--- src/rtl/ahb_lite_pkg.sv ---
// rtl/ahb_lite_pkg.sv - shared AHB-Lite types, register map and master command format
package ahb_lite_pkg;

    typedef enum logic [1:0] {
        HTRANS_IDLE   = 2'b00,
        HTRANS_BUSY   = 2'b01,
        HTRANS_NONSEQ = 2'b10,
        HTRANS_SEQ    = 2'b11
    } htrans_t;

    localparam logic [3:0] REG_STATUS    = 4'h0;
    localparam logic [3:0] REG_CTRL      = 4'h2;
    localparam logic [3:0] REG_SAMPLE    = 4'h4;
    localparam logic [3:0] REG_COEFF     = 4'h6;
    localparam logic [3:0] REG_RESULT    = 4'h8;
    localparam logic [3:0] REG_COEFFCONF = 4'hE;

    typedef enum logic [2:0] {
        ST_IDLE      = 3'd0,
        ST_ADDR      = 3'd1,
        ST_ADDR_DATA = 3'd2,
        ST_DATA      = 3'd3,
        ST_ERR_IDLE  = 3'd4
    } master_state_t;

    typedef struct packed {
        logic        write;
        logic        size;
        logic [3:0]  addr;
        logic [15:0] wdata;
    } ahb_cmd_t;

    localparam int CMD_W = $bits(ahb_cmd_t);

endpackage

--- src/rtl/ahb_cmd_fifo.sv ---
// rtl/ahb_cmd_fifo.sv - command queue with wrap-bit pointers for full/empty
module ahb_cmd_fifo #(
    parameter int FIFO_DEPTH = 4,
    parameter int WIDTH      = 22
) (
    input  logic             clk,
    input  logic             rst,
    input  logic             push,
    input  logic             pop,
    input  logic [WIDTH-1:0] din,
    output logic             full,
    output logic             empty,
    output logic [WIDTH-1:0] head
);

    localparam int AW = $clog2(FIFO_DEPTH);

    logic [WIDTH-1:0] mem [FIFO_DEPTH];
    logic [AW:0]      wr_ptr;
    logic [AW:0]      rd_ptr;
    logic             do_push;
    logic             do_pop;

    // full blocks push even when a pop happens in the same cycle
    assign do_push = push && !full;
    assign do_pop  = pop && !empty;
    assign empty   = (wr_ptr == rd_ptr);
    assign full    = (wr_ptr[AW] != rd_ptr[AW]) && (wr_ptr[AW-1:0] == rd_ptr[AW-1:0]);
    assign head    = mem[rd_ptr[AW-1:0]];

    always_ff @(posedge clk or posedge rst) begin
        if (rst) begin
            wr_ptr <= '0;
            rd_ptr <= '0;
        end else begin
            if (do_push) wr_ptr <= wr_ptr + (AW+1)'(1);
            if (do_pop)  rd_ptr <= rd_ptr + (AW+1)'(1);
        end
    end

    always_ff @(posedge clk) begin
        if (do_push) mem[wr_ptr[AW-1:0]] <= din;
    end

endmodule

--- src/rtl/ahb_lite_master.sv ---
// rtl/ahb_lite_master.sv - queued AHB-Lite initiator issuing pipelined single NONSEQ transfers
module ahb_lite_master
    import ahb_lite_pkg::*;
#(
    parameter int FIFO_DEPTH = 4
) (
    input  logic        clk,
    input  logic        rst,
    input  logic        cmd_valid,
    output logic        cmd_ready,
    input  logic        cmd_write,
    input  logic        cmd_size,
    input  logic [3:0]  cmd_addr,
    input  logic [15:0] cmd_wdata,
    output logic        rsp_valid,
    output logic [15:0] rsp_rdata,
    output logic        rsp_err,
    output logic        busy,
    output logic        hsel,
    output logic [3:0]  haddr,
    output logic        hsize,
    output logic [1:0]  htrans,
    output logic        hwrite,
    output logic [15:0] hwdata,
    input  logic [15:0] hrdata,
    input  logic        hresp,
    input  logic        hready
);

    master_state_t state, state_next;
    ahb_cmd_t      fifo_din, fifo_head, a_cmd;
    logic          fifo_full, fifo_empty;
    logic          a_valid, d_valid, err_idle;
    logic          d_done, d_err, a_accept, a_load, a_next, d_next;
    logic          d_write, d_size;

    assign fifo_din = '{write: cmd_write, size: cmd_size, addr: cmd_addr, wdata: cmd_wdata};

    ahb_cmd_fifo #(
        .FIFO_DEPTH (FIFO_DEPTH),
        .WIDTH      (CMD_W)
    ) u_cmd_fifo (
        .clk   (clk),
        .rst   (rst),
        .push  (cmd_valid),
        .pop   (a_load),
        .din   (fifo_din),
        .full  (fifo_full),
        .empty (fifo_empty),
        .head  (fifo_head)
    );

    // slot occupancy is encoded entirely in the state register
    assign a_valid  = (state == ST_ADDR) || (state == ST_ADDR_DATA) || (state == ST_ERR_IDLE);
    assign d_valid  = (state == ST_ADDR_DATA) || (state == ST_DATA);
    assign err_idle = (state == ST_ERR_IDLE);

    assign d_done   = d_valid && hready;
    assign d_err    = d_done && hresp;
    assign a_accept = a_valid && !err_idle && hready && !d_err;
    // an empty A slot may fill during a stall; a held A slot may not
    assign a_load   = !fifo_empty && (!a_valid || a_accept);
    assign a_next   = a_load || (a_valid && !a_accept);
    assign d_next   = a_accept || (d_valid && !d_done);

    always_comb begin
        state_next = ST_IDLE;
        if (d_err && a_valid)      state_next = ST_ERR_IDLE;
        else if (a_next && d_next) state_next = ST_ADDR_DATA;
        else if (a_next)           state_next = ST_ADDR;
        else if (d_next)           state_next = ST_DATA;
    end

    always_ff @(posedge clk or posedge rst) begin
        if (rst) begin
            state     <= ST_IDLE;
            a_cmd     <= '0;
            d_write   <= 1'b0;
            d_size    <= 1'b0;
            hwdata    <= '0;
            rsp_valid <= 1'b0;
            rsp_err   <= 1'b0;
            rsp_rdata <= '0;
        end else begin
            state <= state_next;
            if (a_load) a_cmd <= fifo_head;
            if (a_accept) begin
                d_write <= a_cmd.write;
                d_size  <= a_cmd.size;
                hwdata  <= a_cmd.wdata;
            end
            rsp_valid <= d_done;
            rsp_err   <= d_err;
            if (d_done && !hresp && !d_write)
                rsp_rdata <= d_size ? hrdata : {8'h00, hrdata[7:0]};
            else
                rsp_rdata <= '0;
        end
    end

    assign cmd_ready = !fifo_full;
    assign htrans    = (a_valid && !err_idle) ? HTRANS_NONSEQ : HTRANS_IDLE;
    assign hsel      = a_valid && !err_idle;
    assign haddr     = a_cmd.addr;
    assign hsize     = a_cmd.size;
    assign hwrite    = a_cmd.write;
    assign busy      = !fifo_empty || a_valid || d_valid || rsp_valid;

endmodule

--- config.mk ---
export PLATFORM = sky130hd
export DESIGN_NAME = ahb_lite_master
export DESIGN_NICKNAME = d
export VERILOG_FILES = /design/src/rtl/ahb_lite_pkg.sv /design/src/rtl/ahb_cmd_fifo.sv /design/src/rtl/ahb_lite_master.sv
export SDC_FILE = /design/constraint.sdc
export NUM_CORES = 1
export LEC_CHECK = 0
export BUFFER_PORTS_ARGS = -buffer_cell sky130_fd_sc_hd__buf_2
export CAP_MARGIN = 20
export CORE_MARGIN = 2
export CORE_UTILIZATION = 30
export CTS_CLUSTER_SIZE = 24
export DETAILED_ROUTE_END_ITERATION = 7
export PLACE_DENSITY = 0.57
export REMOVE_ABC_BUFFERS = 1
export SLEW_MARGIN = 5
export SYNTH_ARGS = -nofsm -noshare
export SYNTH_HDL_FRONTEND = slang
export SYNTH_SLANG_ARGS = --single-unit
export TNS_END_PERCENT = 10
--- constraint.sdc ---
create_clock -name clk -period 3.4 [get_ports clk]
set_input_delay 0.68 -clock clk [delete_from_list [all_inputs] [get_ports clk]]
set_output_delay 0.68 -clock clk [all_outputs]
set_load 0.02 [all_outputs]
==> results.tsv <==
metric	value	unit
status	completed	
cp_cell_sequence	xor2_2 -> or3_4 -> a211o_1 -> buf_2	
fin_crit	2540	ps
fin_skew	6.66	ps
tightestPinTransition	639	ps
tns	0	ps
num_antenna_cells	0	
cts_tree	built	
wl_per_cell	16.4	µm
cp_max_fo	5	
clkLatencyLatePin	410	ps
min_path_type	in2async	
core_area	19500	µm²
syn_avg_cell_area	19.4	µm²
p_per_area	967	nW/µm²
cts_root_buffer	clkbuf_16	
yosysTopAreaCell	edfxtp_1	
drt-initial-drc-count	155	
gr-total-overflow	0	
pin_count	88	
slowest_stage	dfrtp_1	
finalMaxSlewViolations	0	
route.met3.wl	682	µm
die_h	145	µm
synthesis.area	5990	µm²
crit_type	reg2out	
worstPathRequired	2720	ps
met2_length	5350	µm
cpPeakStageDelay	440	ps
grt_max_degree	60	
dpl.hpwl	6840	µm
via_count	2993	
synth_seq_cells	155	
place_area	6720	µm²
drt-met1-wl	4990	µm
clock.fmax	393	MHz
grt_use_total	0.112	
cts.sink_count	155	
seq_area_frac_synth	0.721	
vias_per_cell	4.38	
nNetsFinal	453	
max-slew-margin-rel	0.573	
vdd_ir_drop_max	0.418	mV
rsz0062_at_grt	false	
grt_pass1_vias	3111	
fill_cells	1854	
endpoint_kind	primary output	
finalCritPeriodShare	0.748	
synth_top_area_frac	0.441	
cp-start-kind	register	
highest_layer	met5	
drc	0	
hold_buffers	0	
antenna_found_initial	1	
finalHoldViolCount	0	
die_w	145	µm
firstDrtPassIters	4	
wl	11200	µm
cts-buffers-inserted	17	
p_leak	2.95	nW
grt_pass1_wl	17500	µm
cts_resized	0	
post_cts_buffers	0	
final_area	7240	µm²
ant_nets	0	
synth_cell_type_count	38	
design.die.area	21100	µm²
max-cap-violations	0	
fp-row-count	51	
synth_cells	309	
io_buffers	86	
clk_pin_slew_worst_paths	60	ps
drive_above_1_share	0.447	
htree_levels	4	
setup_viol	0	
start_util	0.307	
cts_buffer_depth	2	
synthToLayoutAreaGrowth	20.8	%
gp_congestion	0.725	
final_util	0.371	
synth_warnings	0	
synthTopCellsByArea	edfxtp_1 (44%), dfrtp_1 (28%), mux4_2 (8.3%)	
critPathArrivalTime	1860	ps
==> stage by stage <==
step	total power, mW	hold WS [ps]	cells	setup slack [ps]
final	7.01	284	683	857
after global routing	7.42	312	683	775
after CTS	7.13	459	682	817
after detailed placement	5.50	476	650	1140
after global placement	5.43	465	650	1170
after floorplan	4.72	454	290	619
==> cell families after synthesis <==
group,synth area share
muxes,0.172
AOI/OAI and AO/OA,0.0167
and+or+nand+nor,0.0390
DFF,0.721
other,0.000626
xor gates and xnor gates,0.0157
adders and majority gates,0.0121
buffers and inverters,0.0238
==> cell usage after synthesis (all sizes together) <==
library cell / number
o221ai: 1
clkbuf: 4
nand2b: 3
o31ai: 1
nor3: 1
or4: 1
maj3: 1
xnor2: 3
and2: 12
o211ai: 1
ha: 5
mux2: 41
inv: 5
conb: 1
o31a: 1
mux4: 22
o32a: 1
o21ai: 5
and3: 9
a211o: 1
xor2: 6
nand2: 3
nand3: 1
edfxtp: 88
dfrtp: 67
nor4: 3
a21oi: 1
buf: 15
nor2: 2
or3: 3
a21boi: 1
==> worst paths after layout <==
kind | startpoint | endpoint | slack, ps | cells past startpoint
setup / recovery | u_cmd_fifo.wr_ptr[1]$_DFFE_PP0P_ | busy | 860 | 4
hold / removal | rst | state[2]$_DFF_PP0_ | 280 | 2
setup reg to reg | u_cmd_fifo.wr_ptr[1]$_DFFE_PP0P_ | u_cmd_fifo.mem[0][5]$_DFFE_PP_ | 1300 | 4
hold reg to reg | a_cmd[9]$_DFFE_PP0P_ | a_cmd[9]$_DFFE_PP0P_ | 480 | 1
max in group asynchronous | rst | a_cmd[3]$_DFFE_PP0P_ | 2350 | 4
min in group clk | a_cmd[9]$_DFFE_PP0P_ | a_cmd[9]$_DFFE_PP0P_ | 480 | 1
==> sequential cells by signal, indices dropped and copies added, names as in the netlist, 3 cells and up <==
| signal | count |
|---|---|
| a_cmd | 16 |
| hwdata | 16 |
| u_cmd_fifo.mem | 88 |
| state | 3 |
| haddr | 4 |
| u_cmd_fifo.rd_ptr | 3 |
| rsp_rdata | 16 |
| u_cmd_fifo.wr_ptr | 3 |
==> where the power goes <==
group	internal (mW)	switching [mW]	leakage [nW]	total [mW]
clock	0.937	0.679	0.250	1.62
combinational	1.27	1.25	1.07	2.52
sequential	2.60	0.269	1.63	2.87
total	4.81	2.20	2.95	7.01
==> worst max-delay path: cells and delay by family (launching register included) <==
family                 cells  cell delay [ps]
XOR/XNOR                   1              200
AO/OA/AOI/OAI              1              240
buffers and inverters      1              160
flip-flops                 1              440
AND/OR/NAND/NOR            1              420
==> layout make-up <==
class / count / area [µm²] / share of cell area
multi-input combinational: 130 / 1530 / 0.212
clock buffer: 22 / 454 / 0.0627
sequential: 155 / 4320 / 0.597
clock inverter: 10 / 52.6 / 0.00726
timing repair buffer: 96 / 531 / 0.0733
tap: 265 / 332 / 0.0458
inverter: 5 / 20.0 / 0.00276
==> per-layer routing <==
layer / vias to the layer above / GRT usage
met3: 11 / 0.0473
met2: 91 / 0.173
met1: 1529 / 0.141
li1: 1360 / -
met5: - / 0
met4: 2 / 0.0382
==> cell usage in the layout (no fill, tap or decap), types with 2 or more instances in the layout <==
| cell | instances |
|---|---|
| and2_1 | 12 |
| and3_1 | 9 |
| buf_12 | 2 |
| buf_2 | 86 |
| buf_4 | 8 |
| clkbuf_1 | 4 |
| clkbuf_16 | 17 |
| clkinv_1 | 3 |
| clkinv_2 | 6 |
| dfrtp_1 | 66 |
| edfxtp_1 | 88 |
| ha_1 | 5 |
| inv_1 | 4 |
| mux2_1 | 4 |
| mux2_2 | 18 |
| mux2_4 | 19 |
| mux4_2 | 22 |
| nand2_1 | 3 |
| nand2b_1 | 3 |
| nor2_1 | 2 |
| nor4_1 | 3 |
| o21ai_0 | 3 |
| o21ai_1 | 2 |
| or3_1 | 2 |
| xnor2_1 | 3 |
| xor2_1 | 4 |
| xor2_2 | 2 |
Note: power is estimated with default switching activity, not from simulation.
